--- src/rtl/fb_row_writer.sv ---
// Framebuffer row writer: latches one received row (or a fill colour) and
// streams it into the framebuffer write port one pixel per granted cycle.
module fb_row_writer #(
  parameter int PIX_BITS = 3,
  parameter int WIDTH    = 640,
  parameter int HEIGHT   = 480,
  parameter int ADDR_W   = 19,
  parameter int ROW_W    = $clog2(HEIGHT)
) (
  input  logic                      clk,
  input  logic                      rst_n,
  input  logic                      row_valid,
  output logic                      row_ready,
  input  logic [ROW_W-1:0]          row_idx,
  input  logic [PIX_BITS*WIDTH-1:0] row_data,
  input  logic                      fill_req,
  input  logic [PIX_BITS-1:0]       fill_color,
  output logic                      mem_we,
  output logic [ADDR_W-1:0]         mem_addr,
  output logic [PIX_BITS-1:0]       mem_wdata,
  input  logic                      mem_gnt,
  output logic                      busy,
  output logic                      row_done,
  output logic                      frame_done,
  output logic                      row_err
);

  localparam int COL_W = (WIDTH > 1) ? $clog2(WIDTH) : 1;
  localparam logic [ADDR_W-1:0] LAST_ADDR = ADDR_W'(WIDTH * HEIGHT - 1);
  localparam logic [COL_W-1:0]  LAST_COL  = COL_W'(WIDTH - 1);

  typedef enum logic [1:0] {IDLE, WRITE, FILL, DONE} state_t;

  state_t                    state, state_nx;
  logic [PIX_BITS*WIDTH-1:0] shadow;
  logic [PIX_BITS-1:0]       color;
  logic [ADDR_W-1:0]         addr;
  logic [COL_W-1:0]          col;
  logic                      last_row;
  logic                      accept;
  logic                      idx_ok;

  assign row_ready = (state == IDLE) && !fill_req;
  assign accept    = row_valid && row_ready;
  assign idx_ok    = 32'(row_idx) < 32'(HEIGHT);
  assign mem_addr  = addr;
  assign busy      = (state != IDLE);

  always_ff @(posedge clk or negedge rst_n) begin
    if (!rst_n) state <= IDLE;
    else        state <= state_nx;
  end

  always_comb begin
    state_nx  = state;
    mem_we    = 1'b0;
    mem_wdata = '0;
    unique case (state)
      IDLE: begin
        if (fill_req)               state_nx = FILL;
        else if (accept && idx_ok)  state_nx = WRITE;
      end
      WRITE: begin
        mem_we    = 1'b1;
        mem_wdata = shadow[col*PIX_BITS +: PIX_BITS];
        if (mem_gnt && col == LAST_COL) state_nx = DONE;
      end
      FILL: begin
        mem_we    = 1'b1;
        mem_wdata = color;
        if (mem_gnt && addr == LAST_ADDR) state_nx = DONE;
      end
      DONE:    state_nx = IDLE;
      default: state_nx = IDLE;
    endcase
  end

  // Status pulses are set on the edge entering DONE so they coincide with it.
  always_ff @(posedge clk or negedge rst_n) begin
    if (!rst_n) begin
      shadow     <= '0;
      color      <= '0;
      addr       <= '0;
      col        <= '0;
      last_row   <= 1'b0;
      row_done   <= 1'b0;
      frame_done <= 1'b0;
      row_err    <= 1'b0;
    end else begin
      row_done   <= 1'b0;
      frame_done <= 1'b0;
      row_err    <= 1'b0;
      unique case (state)
        IDLE: begin
          if (fill_req) begin
            color <= fill_color;
            addr  <= '0;
          end else if (accept) begin
            if (idx_ok) begin
              shadow   <= row_data;
              addr     <= ADDR_W'(row_idx) * ADDR_W'(WIDTH);
              col      <= '0;
              last_row <= (32'(row_idx) == 32'(HEIGHT - 1));
            end else begin
              row_err <= 1'b1;
            end
          end
        end
        WRITE: begin
          if (mem_gnt) begin
            col  <= col + 1'b1;
            addr <= addr + 1'b1;
            if (col == LAST_COL) begin
              row_done   <= 1'b1;
              frame_done <= last_row;
            end
          end
        end
        FILL: begin
          if (mem_gnt) begin
            addr <= addr + 1'b1;
            if (addr == LAST_ADDR) frame_done <= 1'b1;
          end
        end
        default: ;
      endcase
    end
  end

endmodule

--- config.mk ---
export PLATFORM = sky130hd
export DESIGN_NAME = fb_row_writer
export DESIGN_NICKNAME = d
export VERILOG_FILES = /design/src/rtl/fb_row_writer.sv
export SDC_FILE = /design/constraint.sdc
export NUM_CORES = 2
export LEC_CHECK = 0
export CORE_AREA = 2 2 762 764
export CTS_CLUSTER_SIZE = 10
export DETAILED_ROUTE_END_ITERATION = 7
export DIE_AREA = 0 0 764 766
export GPL_TIMING_DRIVEN = 0
export SLEW_MARGIN = 0
export SYNTH_ARGS = -nofsm -noshare
export SYNTH_HDL_FRONTEND = slang
export SYNTH_SLANG_ARGS = --single-unit
--- constraint.sdc ---
create_clock -name clk -period 3.8 [get_ports clk]
set_input_delay 0.76 -clock clk [delete_from_list [all_inputs] [get_ports clk]]
set_output_delay 0.76 -clock clk [all_outputs]
set_load 0.005 [all_outputs]
* Yosys cells after proc, flatten, opt, wreduce, memory -nomap -nowiden
Cells that the tools add are included.
** Cells by class
- $add $sub $neg :: 2
- $mul :: 2
- Div/mod/pow operators :: 0
- $lt $le $gt $ge :: 1
- Eq/ne operators :: 16
- Shift-type cells :: 1
- Multiplexer cells :: 29
- Bitwise gates (word level) :: 1
- Reduce and logical (&&, ||, !) cells :: 16
** Operators with widths (number)
- 1920-bit by 13-bit variable part select with 3-bit output :: 1
- 19-bit 2-to-1 mux :: 4
- 10-bit 2-to-1 mux :: 4
- 19-bit one-hot mux with 2 select lines :: 1
- 10-bit one-hot mux with 2 select lines :: 1
- 19-bit by 1-bit adder with 19-bit output (second input constant) :: 1
- 19-bit equality test (second input constant) :: 1
- 10-bit by 2-bit multiplier with 12-bit output (second input constant) :: 1
- 9-bit by 3-bit multiplier with 12-bit output (second input constant) :: 1
- 1-bit 2-to-1 mux :: 12
- 2-bit inequality test (second input constant) :: 6
- 10-bit by 1-bit adder with 10-bit output (second input constant) :: 1
- 10-bit equality test (second input constant) :: 1
- 9-bit equality test (second input constant) :: 1
- 9-bit < comparator (second input constant) :: 1
- 2-bit 2-to-1 mux :: 4
- 2-bit one-hot mux with 4 select lines :: 1
- 4-bit AND reduction :: 2
- 3-bit inequality test (second input constant) :: 2
- 3-bit one-hot mux with 2 select lines :: 1
- 2-bit nonzero test :: 3
- 1-bit logical AND :: 5
- 5-bit AND reduction :: 1
- 2-bit equality test (second input constant) :: 2
- other kinds (10) :: 10
** Storage, ports and cells
- Bits in registers :: 1958
- Bits in latches :: 0
- RAM bits :: 0
- Bits in read-only memories :: 0
- Output and inout bits :: 28
- Memories :: 0

* Depth between registers and ports, before layout
- Depth after elaboration :: 7
- Gate-level depth with buffers :: 14

* Worst setup path before layout
No wires, ideal clock.
- Path kind :: register to output
- Start :: reg col[0]
- End :: out mem_wdata[2]
- Data arrival time :: 2.756 ns
- Required time :: 3.040 ns
- Setup slack :: 0.284 ns
- Stages on the path, launching flop included :: 11
- Cells stage by stage :: dfrtp_1 -> buf_2 -> buf_6 -> buf_2 -> buf_2 -> mux4_2 -> mux4_2 -> o221ai_1 -> o21ai_0 -> a211oi_1 -> o22ai_1
** On the way
- Cells in the longest elaborated chain, start to end :: 3
** RTL lines
- start, declared :: RTL line 38 : logic [COL_W-1:0] col;
- start signal, assigned :: RTL line 111 : col <= col + 1'b1;
- 10-bit by 2-bit multiplier with 12-bit output :: RTL line 65 : mem_wdata = shadow[col*PIX_BITS +: PIX_BITS];
- 1920-bit by 13-bit variable part select with 3-bit output :: RTL line 65
- 3-bit one-hot mux with 2 select lines :: RTL line 58 : unique case (state)
- end, declared :: RTL line 20 : output logic [PIX_BITS-1:0] mem_wdata,
No other way between the ends.

* Final worst setup path
- Start :: reg state[1]
- End :: out mem_wdata[2]
** On the way
- Cells in the longest elaborated chain, start to end :: 2
- Elaborated cells between the ends (all ways) :: 3
- Those cells by class :: eq/ne (2); mux (1)
** RTL lines
- start, declared :: RTL line 34 : state_t state, state_nx;
- start signal, assigned :: RTL line 51 : else state <= state_nx;
- 2-bit equality test / 2-bit by 1-bit equality test with 1-bit output (equally long branches) :: RTL line 58
- 3-bit one-hot mux with 2 select lines (*) :: RTL line 58
Every way passes the cells marked *; elsewhere a longest branch is shown, timed or not.

==> run metrics <==
status=complete, but fails checks; failing checks=setup timing; clk_lat worst skew=980 ps; clock-pin slew on the worst setup and hold paths=60 ps; Synth top area share=54.9%; placed cells=19300; Setup CP Type=reg -> out; CTS H-tree lvls=4; startpoint types=register; Pre-antenna DRT Iters=6; worst slew pin tran=1440 ps; r2r setup slk=110 ps; period utilisation layout=159%; post-synthesis cell area=89300 µm²; Layout Cells excl Fill=20000; dpl hpwl=580000 µm; CP Capture Type=output pin; syn_nets=11500; DRC=0; first-pass GRT wire length=887000 µm; Netlist cell types=70; worst flop-to-flop path startpoint=state[0]; cells taking the most area after synthesis=dfrtp_1 (55%), nand2_1 (25%), mux4_2 (13%); Sink Count=1958; Syn. warnings=0; Peak VDD IR=454 µV; Setup Viol. Count Final=3; LEAKAGE=60.9 nW; sequential fraction of the synthesis area=54.9%; worst reg2reg path endpoint=shadow[202]; routed len/inst=35.8 µm; TritonCTS Buffers=237; Post-synth EDFFs=0; Total GRT Usage=23.6%; global route overflow=0; clock skew=86.6 ps; Max Cap Violations=0; worst hold slack=269 ps; Synth area leader=dfrtp_1; number of core rows=279; Slew HR=3.77%; placed instance area=122000 µm²; minimum clock period=6050 ps; reg2reg path depth=11; RSZ-0062 raised after global routing=yes; Post-Synthesis Cells=9511; port bufs=1964; Post-Route WL=716000 µm; DR iter-0 viols=8895; core area=576000 µm²; gp weighted congestion=0.923; post-route cell area=133000 µm²; Cells on Worst Hold Path=3; Root Driver=clkbuf_16; largest net degree at the start of global routing=164; Die H=766 µm; main flop type after synthesis=dfrtp_1; Hold Path Origin=row_data[1183]; I/O Pins=1965; clk buf depth=4; Power per Cell Area=837 nW/µm²; required time of the critical path=3040 ps; Final WS setup=-2250 ps; Design Power=112 mW; share of cells above drive strength 1=12.2%; CTS tree=done; Hold Path End=shadow[1183]; DRT antenna net count=0; vias in the first global route=83700; #FFs+latches synth=1958; total number of vias=84200; Layout area overhead=49.3%; die area=585000 µm²; CP arrival=5290 ps; max-slew violation count=0; critical path fanouts, max=10; async set-reset flop share out of synthesis=100%; total negative slack=-6660 ps; Syn Area/Cell=9.39 µm²; Vias per Instance=4.21; die width=764 µm; Fmax=165 MHz; starting density of the core=15.5%; initial antenna violation count=263; Final Hold Vio Count=0; Nets=14000; Hold WC Path Type=in -> reg
-- placed cells by master, fill, tap and decap left out, types with 18 or more instances in the layout --
cell / count
a22oi_1: 29
buf_12: 129
diode_2: 166
clkbuf_4: 33
nor3_1: 18
buf_8: 18
a21oi_1: 49
buf_4: 127
o21ai_0: 29
ha_1: 19
nor2_1: 31
buf_6: 19
nand3_1: 31
mux4_2: 518
clkbuf_1: 384
clkbuf_16: 257
clkbuf_2: 90
nand2_1: 5851
clkbuf_8: 29
mux2i_1: 70
a22o_1: 18
buf_16: 87
dfrtp_1: 1956
clkdlybuf4s50_1: 1960
-- how the worst max path moves through the flow --
stage / startpoint / end / slack [ps]
floorplan: col[0] / mem_wdata[2] / 280
global placement: rst_n / shadow[930] / -91390
detailed placement: col[0] / mem_wdata[2] / -5080
CTS: col[0] / mem_wdata[1] / -2390
global route: col[0] / mem_wdata[1] / -2320
finish: state[1] / mem_wdata[2] / -2250
-- layout make-up --
class / count / area, µm²
sequential: 1958 / 49000
clock buffer: 297 / 6330
multi-input combinational: 6932 / 38400
buffer: 599 / 4490
tap: 7727 / 9670
antenna: 166 / 415
inverter: 17 / 80.1
clock inverter: 38 / 617
fill: 62500 / 443000
timing repair buffer: 2255 / 24300
-- report_power, final --
part	switching (mW)	internal (mW)	total [mW]
sequential	6.34	30.4	36.8
combinational	33.3	19.9	53.2
clock	9.72	11.9	21.6
-- cells in the mapped netlist (6+ instances only) --
master and n:
a211oi_1 13, a21oi_1 52, a221oi_1 15, a22o_1 18, a22oi_1 38, a31oi_1 8, and2_1 7, and3_1 9
buf_1 20, buf_2 45, buf_4 32, buf_6 9, clkbuf_1 498, dfrtp_1 1958, ha_1 19, inv_1 15
mux2_2 13, mux2i_1 87, mux4_2 518, nand2_1 5858, nand2b_1 6, nand3_1 36, nand4_1 7, nor2_1 37
nor2b_1 19, nor3_1 20, o211ai_1 6, o21ai_0 36, o22ai_1 18, or3_1 6, xnor2_1 6
-- timing repair --
action                      CTS  global route
hold buffers                  2             0
setup endpoints to repair  1781           866
resized for setup           538            72
buffers inserted            129            22
hold endpoints to repair     58             0
gates cloned                  1             9
pin swaps                    18            15
-- critical path, cell delays in order (launching register included) --
cell and delay, ps:
dfrtp_1 390, inv_1 80, ha_1 170, clkbuf_2 460, nand2_1 430, nor2_1 770, o211ai_1 590, a311oi_4 630
a221oi_2 120, buf_6 250, o22ai_2 180, buf_4 200
-- cell families (layout without fill, tap and decap cells) --
group / Yosys count / in the layout / synth area share, %
xor gates and xnor gates: 10 / 10 / 0.0981
and+or+nand+nor: 6020 / 6020 / 25.6
buffers and inverters: 621 / 3206 / 2.88
muxes: 618 / 618 / 14.2
other: 0 / 166 / 0
adders and majority gates: 20 / 20 / 0.289
DFF: 1958 / 1958 / 54.9
AOI/OAI and AO/OA: 264 / 264 / 2.06
-- metrics by stage --
stage               util, %  worst slack [ps]
global placement       20.6            -91390
finish                 23.1             -2250
floorplan                 -               284
global route           23.1             -2320
detailed placement     21.1             -5080
CTS                    23.0             -2390
-- registers in the layout, summed over array words and instances (netlist names) --
name        count
row_done        1
color           3
row_err         1
last_row        1
state           2
mem_addr       19
col            10
frame_done      1
shadow       1920
-- per-layer routing --
layer  GRT usage [%]  part of all wire [%]  vias up
met2            37.0                    45     5074
met3            5.70                   8.5     1073
met5         0.00819                 0.059        -
met4            11.9                   5.7       62
li1                -                     -    35800
met1            30.3                    41    42300
Note: power is estimated with default switching activity, not from simulation.
